**src/rtl/fibo_datapath.sv**
```systemverilog
// fibo_datapath
//   Datapath for a Fibonacci-sequence generator: a 4-entry register file,
//   an 8-function ALU and a write-data multiplexer selecting between an
//   external load value and the ALU result.
//
// Ports
//   clk         in   1     clock, all state updates on rising edge
//   rst         in   1     synchronous active-high reset, clears R0..R3
//   wrt_addr    in   2     register-file write address
//   wrt_en      in   1     write enable
//   load_data   in   1     write-data select: 1 = count, 0 = ALU result
//   rd_addr1    in   2     read port 1 address (ALU operand A)
//   rd_addr2    in   2     read port 2 address (ALU operand B)
//   alu_opcode  in   3     ALU operation select
//   count       in   size  external load value
//   zero_flag   out  1     ALU result is zero
//   data        out  size  ALU result
module fibo_datapath #(
  parameter int size = 4
) (
  input  logic            clk,
  input  logic            rst,
  input  logic [1:0]      wrt_addr,
  input  logic            wrt_en,
  input  logic            load_data,
  input  logic [1:0]      rd_addr1,
  input  logic [1:0]      rd_addr2,
  input  logic [2:0]      alu_opcode,
  input  logic [size-1:0] count,
  output logic            zero_flag,
  output logic [size-1:0] data
);

  // Every opcode is decoded, so there is no X-producing default path.
  // Add/subtract wrap modulo 2^size; carry and borrow are dropped.
  function automatic logic [size-1:0] alu_f(
    input logic [2:0]      op,
    input logic [size-1:0] a,
    input logic [size-1:0] b
  );
    logic [size-1:0] r;
    case (op)
      3'b000:  r = a;
      3'b001:  r = b;
      3'b010:  r = a & b;
      3'b011:  r = a | b;
      3'b100:  r = a ^ b;
      3'b101:  r = ~a;
      3'b110:  r = a + b;
      default: r = a - b;
    endcase
    return r;
  endfunction

  logic [size-1:0] regs_q [4];
  logic [size-1:0] regs_d [4];
  logic [size-1:0] opa, opb, alu_res, wd;

  // Reads come straight from the registers: a write to the same address
  // only becomes visible after the edge.
  assign opa     = regs_q[rd_addr1];
  assign opb     = regs_q[rd_addr2];
  assign alu_res = alu_f(alu_opcode, opa, opb);
  assign wd      = load_data ? count : alu_res;

  always_comb begin
    for (int i = 0; i < 4; i++) regs_d[i] = regs_q[i];
    if (wrt_en) regs_d[wrt_addr] = wd;
  end

  // Register file update; reset wins over a concurrent write.
  always_ff @(posedge clk) begin
    if (rst) begin
      for (int i = 0; i < 4; i++) regs_q[i] <= '0;
    end else begin
      for (int i = 0; i < 4; i++) regs_q[i] <= regs_d[i];
    end
  end

  assign data      = alu_res;
  assign zero_flag = (alu_res == '0);

endmodule

```
**config.mk**
```make
export PLATFORM = sky130hd
export DESIGN_NAME = fibo_datapath
export DESIGN_NICKNAME = d
export VERILOG_FILES = /design/src/rtl/fibo_datapath.sv
export SDC_FILE = /design/constraint.sdc
export NUM_CORES = 1
export LEC_CHECK = 0
export ABC_CLOCK_PERIOD_IN_PS = 4000
export BUFFER_PORTS_ARGS = -buffer_cell sky130_fd_sc_hd__buf_4
export CAP_MARGIN = 10
export CELL_PAD_IN_SITES_DETAIL_PLACEMENT = 0
export CELL_PAD_IN_SITES_GLOBAL_PLACEMENT = 1
export CORE_MARGIN = 10
export CORE_UTILIZATION = 43
export CTS_CLUSTER_SIZE = 40
export DETAILED_ROUTE_END_ITERATION = 8
export GPL_TIMING_DRIVEN = 0
export PLACE_DENSITY = 0.84
export SYNTH_ARGS = -nofsm -noshare
export SYNTH_HDL_FRONTEND = slang
export SYNTH_SLANG_ARGS = --single-unit
```
**constraint.sdc**
```tcl
create_clock -name clk -period 4 [get_ports clk]
set_clock_uncertainty 0.2 [all_clocks]
set_input_delay 0.4 -clock clk [delete_from_list [all_inputs] [get_ports clk]]
set_output_delay 0.4 -clock clk [all_outputs]
set_load 0.03 [all_outputs]
```
# Yosys cells after proc, flatten, opt, wreduce, memory -nomap -nowiden
# Memory sizes are Yosys's and may differ from the RTL's.
# Cells that the tools add are included.
# classes
muxes,13
addsub,2
n_bitwise,9
magnitude_cmp,2
eq_ne,6
n_reduce_logical,3
# op_table
cell,count
4-bit one-hot mux with 7 select lines,1
4-bit two-way mux,6
16-bit bitwise mux,1
16-bit two-way mux,1
"3-bit equality test, second input constant",3
4-bit demux with 2-bit select,1
"3-bit by 2-bit equality test with 1-bit output, second input constant",2
4-bit adder,1
4-bit bitwise AND,1
4-bit zero test,1
4-bit NOT,1
1-bit OR,4
4-bit OR,1
4-bit subtractor,1
4-bit bitwise XOR,1
"3-bit by 1-bit equality test with 1-bit output, second input constant",1
"3-bit greater-or-equal comparator, second input constant",1
3-bit zero test,1
"3-bit by 1-bit less-than comparator with 1-bit output, second input constant",1
1-bit two-way mux,3
2-bit NOT with 3-bit output,1
1-bit logical AND,1
# word_totals
wordCells,36
ram_bits,16
register_bits,0
output_inout_bits,5
n_memories,1
# memory_table
memory,depth,word_bits,rd,rd_clocked_by_memory_dff,write_ports,line_no,source
regs_q,4,4,6,0,4,55,logic [size-1:0] regs_q [4];

# Depth between registers and ports, before layout
# Gate-level depths: netlist of the first run.
# depth
word_depth,8
ltp_mapped,12

# Worst setup path after synthesis of the first run
# No wires, ideal clock.
# synth_timing
path_kind,input port to output port
from,input port rd_addr2[0]
to,output port zero_flag
n_path_buf,0
slack_ns,-0.127
stages,11
t_arrival_ns,3.527
cell_sequence,mux4_2 > inv_1 > ha_1 > mux2_2 > ha_1 > a21o_1 > a21oi_1 > xnor3_2 > xor2_1 > o211ai_2 > nor4_2
# synth_between
elab_chain_cells,4
word_cells_on_any_way,8
cone_classes,add/sub (2); mux (1); bitwise (3); reduce/logical (1); memory (1)
# synth_rtl
element,line_no,source
from (decl),27,"input logic [1:0] rd_addr2,"
memory 4 x 4 bit *,-,
"4-bit subtractor, or another cell as far along",50,default: r = a - b;
4-bit one-hot mux with 7 select lines *,42,case (op)
named net data[3],31,output logic [size-1:0] data
4-bit zero test *,81,assign zero_flag = (alu_res == '0);
to (decl),30,"output logic zero_flag,"
# Mark *: on every way through the listed nets, which the timed path passes. The rest lies on a longest branch.

==> flow_metrics.tcl, run 1 <==
set metrics [dict create \
    fin_nets 208 \
    clock_latency_ns 0.28 \
    cp_top_family "multiplexers" \
    area_growth_pct 22.7 \
    cap_violations 0 \
    critPathRequiredTime_ns 3.40 \
    antenna_found_initial 0 \
    path_clk_slew_ns 0.09 \
    r2r_setup_slack_ns 0.65 \
    p_leak_nw 0.721 \
    grt_overflow 0 \
    p_int_uw 295 \
    p_seq_share_pct 39.1 \
    powerDensity_nw_per_um2 249 \
    drt_iter0_markers 34 \
    regMostFlops "regs_q" \
    dp_cells 213 \
    die_w_um 77.6 \
    cts_max_level 1 \
    fill_cells 296 \
    chipHeight_um 77.6 \
    syn_nets 179 \
    drtPass1Iterations 4 \
    power_switching_uw 140 \
    power_frac_comb_pct 37.2 \
    syn_avg_cell_area_um2 9.51 \
    fin_cells 222 \
    cp_max_fo 3 \
    cpPeakStageDelay_ns 0.50 \
    cp-end-kind "output port" \
    place_congestion 0.831 \
    crit_path_frequent_cell "ha_4" \
    fin_util_pct 56.4 \
    synth_seq_cells 16 \
    switching_share_pct 32.2 \
    start_util_pct 46.0 \
    num_antenna_cells 0 \
    critPathBufInv 2 \
    fin_crit_sh_pct 95.8 \
    cp.arrival_ns 3.23 \
    cts_buffer_depth 2 \
    io_buffers 19 \
    cp_cell_sequence "mux4_2 > inv_2 > ha_4 > mux2_4 > ha_4 > a21o_1 > a21oi_2 > xnor3_2 > xor2_1 > o211ai_2 > nor4_4 > buf_6" \
    path_class "reg2out" \
    placementRows 20 \
    setup_tns_ns 0 \
    hp-class "in2reg" \
    clock-root-buffer "clkbuf_4" \
    tightest_slew_ns 0.516 \
    cts_sinks 16 \
    dpl.hpwl_mm 2.91 \
    die_area_um2 6020 \
    via_per_inst 5.60 \
    netlist-cell-type-count 46 \
    rsz0062_at_grt "no" \
    ios 22 \
    slew_headroom_pct 65.6 \
    grt_pass1_wl_mm 5.80 \
    syn_inst 150 \
    crit_slowest_cell "mux4_2" \
    ant_nets 0 \
    peakVddDrop_v 0.000171 \
    cts_buffers 3 \
    drc 0 \
    final_area_um2 1750 \
    biggestRegsByFlops "regs_q (16)" \
    finalMaxSlewViolations 0 \
    yosys_warnings 0 \
    syn_area_um2 1430 \
    largest_reg_flops 16 \
    cts_tree "yes" \
    hold_viol_final 0 \
    grt_max_degree 11 \
    setup_violations 0 \
    status "complete, no violations" \
    fin_hold_ws_ns 0.160 \
    wl_mm 3.52 \
    clock.fmax_mhz 261 \
    ys_seq_area_share_pct 22.5 \
    placed_cell_area_um2 1630 \
    clock_power_share_pct 23.8 \
    min_period_ns 3.83 \
    wl_per_cell_um 15.9 \
    start_kind "flop" \
    track_usage_pct 11.4 \
    vias 1244 \
    cts_hold_buffers 0 \
    coreArea_um2 3100 \
    grt_pass1_vias 1306 \
    drive_gt1_share_pct 30.3 \
]
[routing by layer]
layer  wire [um]  vias to the layer above  track usage (%)
met5           0                        -                0
met4          36                        0             4.20
met3          93                        4             1.61
met2        1930                       23             21.6
met1        1460                      601             12.3
li1            -                      616                -
[cells by family (layout without fill, tap and decap cells)]
logic type	after synthesis	after routing	share of synthesized area, %
AND/OR/NAND/NOR	46	46	17.1
AO/OA/AOI/OAI	37	37	21.5
buffers and inverters	18	46	4.74
multiplexers	17	17	19.6
flip-flops	16	16	22.5
adder cells (fa/ha/maj)	12	12	11.1
XOR/XNOR	4	4	3.51
[synth_stat cells (all sizes together)]
library cell   n  area share (%)
nand2b         5             2.2
mux4           8              13
o31ai          3             1.6
nor4           1            0.88
mux2           2             1.6
o221a          1            0.79
o221ai         2             1.7
o21ai          4             1.4
inv           11             2.9
and3b          2             1.2
ha            11             9.6
nand2         10             2.6
mux2i          7             4.9
xnor3          1             1.7
a311oi         1            0.61
o211ai         2             1.4
a21o           1            0.53
o2bb2ai        1            0.61
a21oi          6             2.1
fa             1             1.4
dfxtp         16              22
o32a           1            0.70
a211oi         3             1.6
nor3b          1            0.53
o32ai          1             1.9
nor2          15             3.9
or2            1            0.44
o41ai          1             1.1
a2bb2oi        2             1.2
xor2           2             1.2
xnor2          1            0.61
o22ai          2            0.88
and2           1            0.44
nand3          1            0.35
nor3           1            0.70
nor2b          3             1.3
a22oi          2             1.1
o21a           3             1.6
nand3b         3             1.6
and3           2            0.88
clkbuf         7             1.8
a211o          1            0.70
[path summary, 6_finish.rpt]
path	from	endpoint	cells after the start
max	regs_q[3][0]	zero_flag	12
min reg2reg	regs_q[2][2]	regs_q[2][2]	2
max reg2reg	regs_q[3][0]	regs_q[3][2]	11
min	wrt_addr[0]	regs_q[1][1]	2
[power by group through the flow]
stage / clock (mW) / sequential (mW) / combinational [mW]
detailed placement: 0 / 0.174 / 0.150
global placement: 0 / 0.173 / 0.146
floorplan: 0 / 0.172 / 0.105
finish: 0.103 / 0.170 / 0.162
global route: 0.112 / 0.171 / 0.177
CTS: 0.106 / 0.170 / 0.155
[worst register-to-register path: cells and delay by family, from the launching register on]
family,cells,cell delay (ns)
compound gates,2,0.42
flops,1,0.34
mux,4,1.32
fa+ha+maj,2,0.61
xor+xnor,1,0.18
buf+inv,1,0.10
simple gates,1,0.05
[area by class of cell]
type                            instances  area, um2  area share [%]
Timing Repair Buffer                   25        191            10.9
Multi-Input combinational cell        116       1080            61.7
Inverter                               11       41.3            2.36
Sequential cell                        16        324            18.5
Tap cell                               44       55.1            3.15
Clock buffer                            4       36.3            2.07
Buffer                                  6       22.5            1.29
[stage by stage]
stage          worst slack [ns]  power [mW]
2_1_floorplan            0.0332       0.277
3_3_place_gp             -0.120       0.318
3_5_place_dp             -0.144       0.324
4_1_cts                  0.0579       0.431
5_1_grt                 0.00904       0.460
6_report                  0.167       0.435
[cell usage in the layout (no fill, tap or decap), types with 3 or more instances in the layout]
cell	instances
a211oi_1	3
a21oi_1	5
buf_4	24
clkbuf_1	6
clkbuf_4	3
dfxtp_1	13
dfxtp_2	3
ha_1	9
inv_1	9
mux2i_1	7
mux4_2	6
nand2_1	10
nand2b_1	5
nand3b_1	3
nor2_1	15
nor2b_1	3
o21a_1	3
o31ai_1	3
[what timing repair did]
action / in CTS / in global routing
gates cloned: 0 / 0
resized for setup: 4 / 6
endpoints found under the setup margin: 2 / 2
pin swaps: 2 / 4
setup buffers: 3 / 4
Note: power is estimated with default switching activity, not from simulation.
==> run 2, diff against run 1 <==
ABC_CLOCK_PERIOD_IN_PS = 3740   (was 4000)
clock period = 3.74 ns   (was 4 ns; I/O delays follow)
==> run 2 against run 1 <==
  * The run now ends with setup timing left
  * Global-route usage rose by 0.17 points
  * Sequential share of layout area fell by 0.64 points
  * Core utilization up 2.5 points
  * Clock power rose by 9%
  * Clock-buffer cell count unchanged
  * Highest routed layer unchanged
==> flow_metrics.tcl, run 2 (synthesis gave the netlist of run 1 again) <==
set metrics [dict create \
    path_class "reg2out" \
    placed_cell_area_um2 1660 \
    largest_reg_flops 16 \
    final_common_cell "buf_4" \
    ant_nets 0 \
    status "finished with violations" \
    cap_violations 0 \
    start_util_pct 46.0 \
    cp_cell_sequence "mux4_2 > inv_2 > ha_4 > mux2_4 > ha_4 > a21o_1 > a21oi_2 > xnor3_2 > xor2_2 > o211ai_4 > nor4_4 > buf_6" \
    cp.arrival_ns 3.17 \
    grt_use_met3_pct 1.61 \
    grt_pass1_wl_mm 5.89 \
    finalMaxSlewViolations 0 \
    mostFrequentLayoutCells "buf_4, nor2_1, dfxtp_1" \
    p_total_uw 480 \
    tightest_slew_ns 0.548 \
    critPathBufInv 2 \
    clock-root-buffer "clkbuf_4" \
    setup_violations 1 \
    hp-class "in2reg" \
    cts_tree "yes" \
    grt_pass1_vias 1300 \
    clock.fmax_mhz 267 \
    p_seq_share_pct 37.9 \
    reg2reg_from "regs_q[2][1]" \
    cts_max_level 1 \
    power_frac_comb_pct 38.8 \
    fill_cells 307 \
    min_period_ns 3.74 \
    p_int_uw 323 \
    cts_buffers 3 \
    fin_cells 229 \
    drive_gt1_share_pct 35.1 \
    clock_latency_ns 0.28 \
    dp_cells 213 \
    worstHoldStart "wrt_addr[0]" \
    fin_crit_sh_pct 100 \
    coreArea_um2 3100 \
    cp-end-kind "output port" \
    ios 22 \
    final_area_um2 1830 \
    start_kind "flop" \
    worst_slack_ns -0.000831 \
    p_leak_nw 0.755 \
    antenna_found_initial 0 \
    chipHeight_um 77.6 \
    cp_top_family "multiplexers" \
    drt_iter0_markers 69 \
    rsz0062_at_grt "yes" \
    grt_most_used_layer "met2" \
    crit_path_frequent_cell "ha_4" \
    vias 1315 \
    place_congestion 0.851 \
    via_per_inst 5.74 \
    io_buffers 19 \
    drtPass1Iterations 4 \
    peakVddDrop_v 0.000228 \
    cp-startpoint "regs_q[2][1]" \
    wl_per_cell_um 15.8 \
    grt_util_met1_pct 12.0 \
    grt_overflow 0 \
    grt_max_degree 11 \
    grtUsageMet2_pct 22.6 \
    biggestRegsByFlops "regs_q (16)" \
    wl_mm 3.63 \
    cts_buffer_depth 2 \
    die_w_um 77.6 \
    cts_sinks 16 \
    switching_share_pct 32.6 \
    num_antenna_cells 0 \
    drc 0 \
    power_switching_uw 156 \
    clock_power_share_pct 23.3 \
    critPathRequiredTime_ns 3.17 \
    path_clk_slew_ns 0.09 \
    violations "setup timing" \
    regMostFlops "regs_q" \
    fin_nets 215 \
    slew_headroom_pct 63.5 \
    track_usage_pct 11.5 \
    die_area_um2 6020 \
    dpl_worst_slack_ns -0.205 \
    area_growth_pct 28.1 \
    powerDensity_nw_per_um2 263 \
    cpPeakStageDelay_ns 0.50 \
    dpl.hpwl_mm 2.82 \
    cp_max_fo 3 \
    crit_slowest_cell "mux4_2" \
    hold_viol_final 0 \
    placementRows 20 \
]
-- run 2: repair_timing --
item	in CTS	in global routing
hold buffers	0	0
pin swaps	4	0
buffers inserted	11	1
gates resized for setup	7	2
setup endpoints to repair	2	2
-- run 2: worst paths after layout --
check	slack (ns)	endpoint	cells after the start
worst min register to register	0.28	regs_q[2][2]	2
worst min-delay path	0.13	regs_q[1][1]	2
worst max register to register	0.38	regs_q[0][3]	12
worst max-delay path	-0.0008	zero_flag	12
-- run 2: layout make-up --
type	instances	area (um2)	area share, %
sequential	16	327	17.9
buffer	7	26.3	1.44
multi-input combinational	116	1100	60.5
tap	44	55.1	3.01
inverter	11	41.3	2.26
clock buffer	4	36.3	1.99
timing repair buffer	31	236	12.9
-- run 2: through the flow --
stage | hold WS, ns | setup TNS [ns] | utilization [%]
after floorplan | 0.237 | 0 | -
after global placement | 0.261 | -0.185 | 53.6
after detailed placement | 0.268 | -0.300 | 53.6
after CTS | 0.131 | -0.0102 | 58.5
after global routing | 0.115 | -0.239 | 58.9
final | 0.132 | -0.000831 | 58.9
-- run 2: routing by layer --
| layer | part of all wire (%) | wire, um |
|---|---|---|
| met1 | 40 | 1450 |
| met2 | 54 | 1980 |
| met3 | 3.5 | 128 |
| met4 | 2.0 | 72 |
| met5 | 0 | 0 |
-- run 2: power groups by stage --
| stage | registers, mW | logic, mW | clock network (mW) |
|---|---|---|---|
| 4_1_cts | 0.181 | 0.184 | 0.114 |
| 6_report | 0.182 | 0.186 | 0.112 |
| 2_1_floorplan | 0.184 | 0.120 | 0 |
| 3_3_place_gp | 0.185 | 0.163 | 0 |
| 3_5_place_dp | 0.185 | 0.169 | 0 |
| 5_1_grt | 0.183 | 0.202 | 0.126 |
==> run 3, diff against run 2 <==
CORE_MARGIN = default   (was 10)
==> run 3 against run 2 <==
  * The flow still finishes with violations (setup timing)
  * Sequential power barely moved
  * Routed wire length fell by 6.6%
  * Clock-buffer cell count did not move
  * First-iteration DRC count fell by 17%
  * Cell count fell by 1.7%
  * Non-clock buffer count fell by 4
  * Total power fell by 0.46%
  * Maximum frequency fell by 0.31%
  * Design area fell by 1.2%
  * Setup slack got worse by 0.012 ns
  * Critical path depth did not move
  * Sequential cell count did not move
  * Critical endpoint unchanged
==> flow_metrics.tcl, run 3 (synthesis gave the netlist of run 1 again) <==
set metrics [dict create \
    drtPass1Iterations 4 \
    cts_buffers 3 \
    cts_tree "yes" \
    antenna_found_initial 0 \
    cts_sinks 16 \
    start_kind "flop" \
    p_total_uw 478 \
    min_period_ns 3.75 \
    critPathRequiredTime_ns 3.17 \
    wl_per_cell_um 15.0 \
    hp-class "in2reg" \
    via_per_inst 5.48 \
    fin_nets 211 \
    final_common_cell "buf_4" \
    status "finished with violations" \
    p_leak_nw 0.739 \
    cp_max_fo 2 \
    drt_iter0_markers 57 \
    path_clk_slew_ns 0.10 \
    grt_max_degree 11 \
    fin_cells 225 \
    path_class "reg2out" \
    cap_violations 0 \
    clock_latency_ns 0.28 \
    place_congestion 0.878 \
    cp-end-kind "output port" \
    worst_slack_ns -0.0124 \
    cp.arrival_ns 3.18 \
    dp_cells 213 \
    clock-root-buffer "clkbuf_4" \
    regMostFlops "regs_q" \
    rsz0062_at_grt "yes" \
    coreArea_um2 3100 \
    peakVddDrop_v 0.000158 \
    violations "setup timing" \
    placementRows 20 \
    wl_mm 3.39 \
    setup_violations 1 \
    mostFrequentLayoutCells "buf_4, nor2_1, dfxtp_1" \
    track_usage_pct 22.1 \
    fin_util_pct 58.1 \
    ant_nets 0 \
    cts_buffer_depth 2 \
    drive_gt1_share_pct 33.7 \
    vias 1232 \
    finalMaxSlewViolations 0 \
    die_w_um 59.6 \
    grt_overflow 0 \
    chipHeight_um 59.6 \
    final_area_um2 1800 \
    fin_crit_sh_pct 100 \
    powerDensity_nw_per_um2 265 \
    die_area_um2 3550 \
    cts_max_level 1 \
    tightest_slew_ns 0.545 \
    dpl.hpwl_mm 2.73 \
    start_util_pct 46.0 \
    setup_tns_ns -0.0124 \
    grt_pass1_wl_mm 5.86 \
    drc 0 \
    placed_cell_area_um2 1660 \
    biggestRegsByFlops "regs_q (16)" \
    area_growth_pct 26.5 \
    io_buffers 19 \
    slew_headroom_pct 63.6 \
    hold_viol_final 0 \
    grt_pass1_vias 1243 \
    clock.fmax_mhz 266 \
    largest_reg_flops 16 \
    ios 22 \
    num_antenna_cells 0 \
]
## run 3: cell type report
| class | count | area [um2] |
|---|---|---|
| fillers | 299 | 1300 |
| multi-input cells | 116 | 1110 |
| flip-flops and latches | 16 | 325 |
| repair buffers | 27 | 206 |
| well taps | 44 | 55.1 |
| inverters | 11 | 43.8 |
| clock buffers | 4 | 36.3 |
| plain buffers | 7 | 26.3 |
## run 3: final timing paths
kind                start      endpoint  slack, ns  depth (start not counted)
max          regs_q[3][0]     zero_flag      -0.01                         12
min           wrt_addr[0]  regs_q[1][1]       0.14                          2
max reg2reg  regs_q[3][0]  regs_q[0][3]       0.40                         12
min reg2reg  regs_q[2][2]  regs_q[2][2]       0.28                          2
## run 3: per-stage QoR
| stage | hold slack [ns] | worst slack, ns |
|---|---|---|
| 2_1_floorplan | 0.237 | 0.0165 |
| 3_3_place_gp | 0.260 | -0.172 |
| 3_5_place_dp | 0.268 | -0.227 |
| 4_1_cts | 0.127 | -0.0408 |
| 5_1_grt | 0.120 | -0.181 |
| 6_report | 0.142 | -0.0124 |
## run 3: report_power, final
part           switching [mW]  internal (mW)  total (mW)
registers             0.00462          0.177       0.182
clock network          0.0533         0.0592       0.112
logic                  0.0985         0.0850       0.184
## run 3: routing by layer
| layer | vias to the layer above | wire [um] | part of all wire (%) | GRT usage, % |
|---|---|---|---|---|
| li1 | 618 | - | - | - |
| met1 | 594 | 1470 | 44 | 26.7 |
| met2 | 18 | 1840 | 54 | 40.9 |
| met3 | 2 | 64 | 1.9 | 1.97 |
| met4 | 0 | 9 | 0.27 | 6.98 |
| met5 | - | 0 | 0 | 0 |
## run 3: critical path: stages, from the launching register on
cell and delay [ns]:
dfxtp_2 0.34, mux4_2 0.51, inv_4 0.10, ha_4 0.19, mux2_4 0.29, ha_4 0.21, a21o_1 0.18, a21oi_2 0.16
xnor3_2 0.30, xor2_2 0.20, o211ai_4 0.11, nor4_4 0.15, buf_6 0.17
## run 3: repair_timing
action                                  CTS  global route
pin swaps                                 4             1
setup buffers                             7             1
hold buffers                              0             0
endpoints found under the setup margin    2             2
resized for setup                         7             3
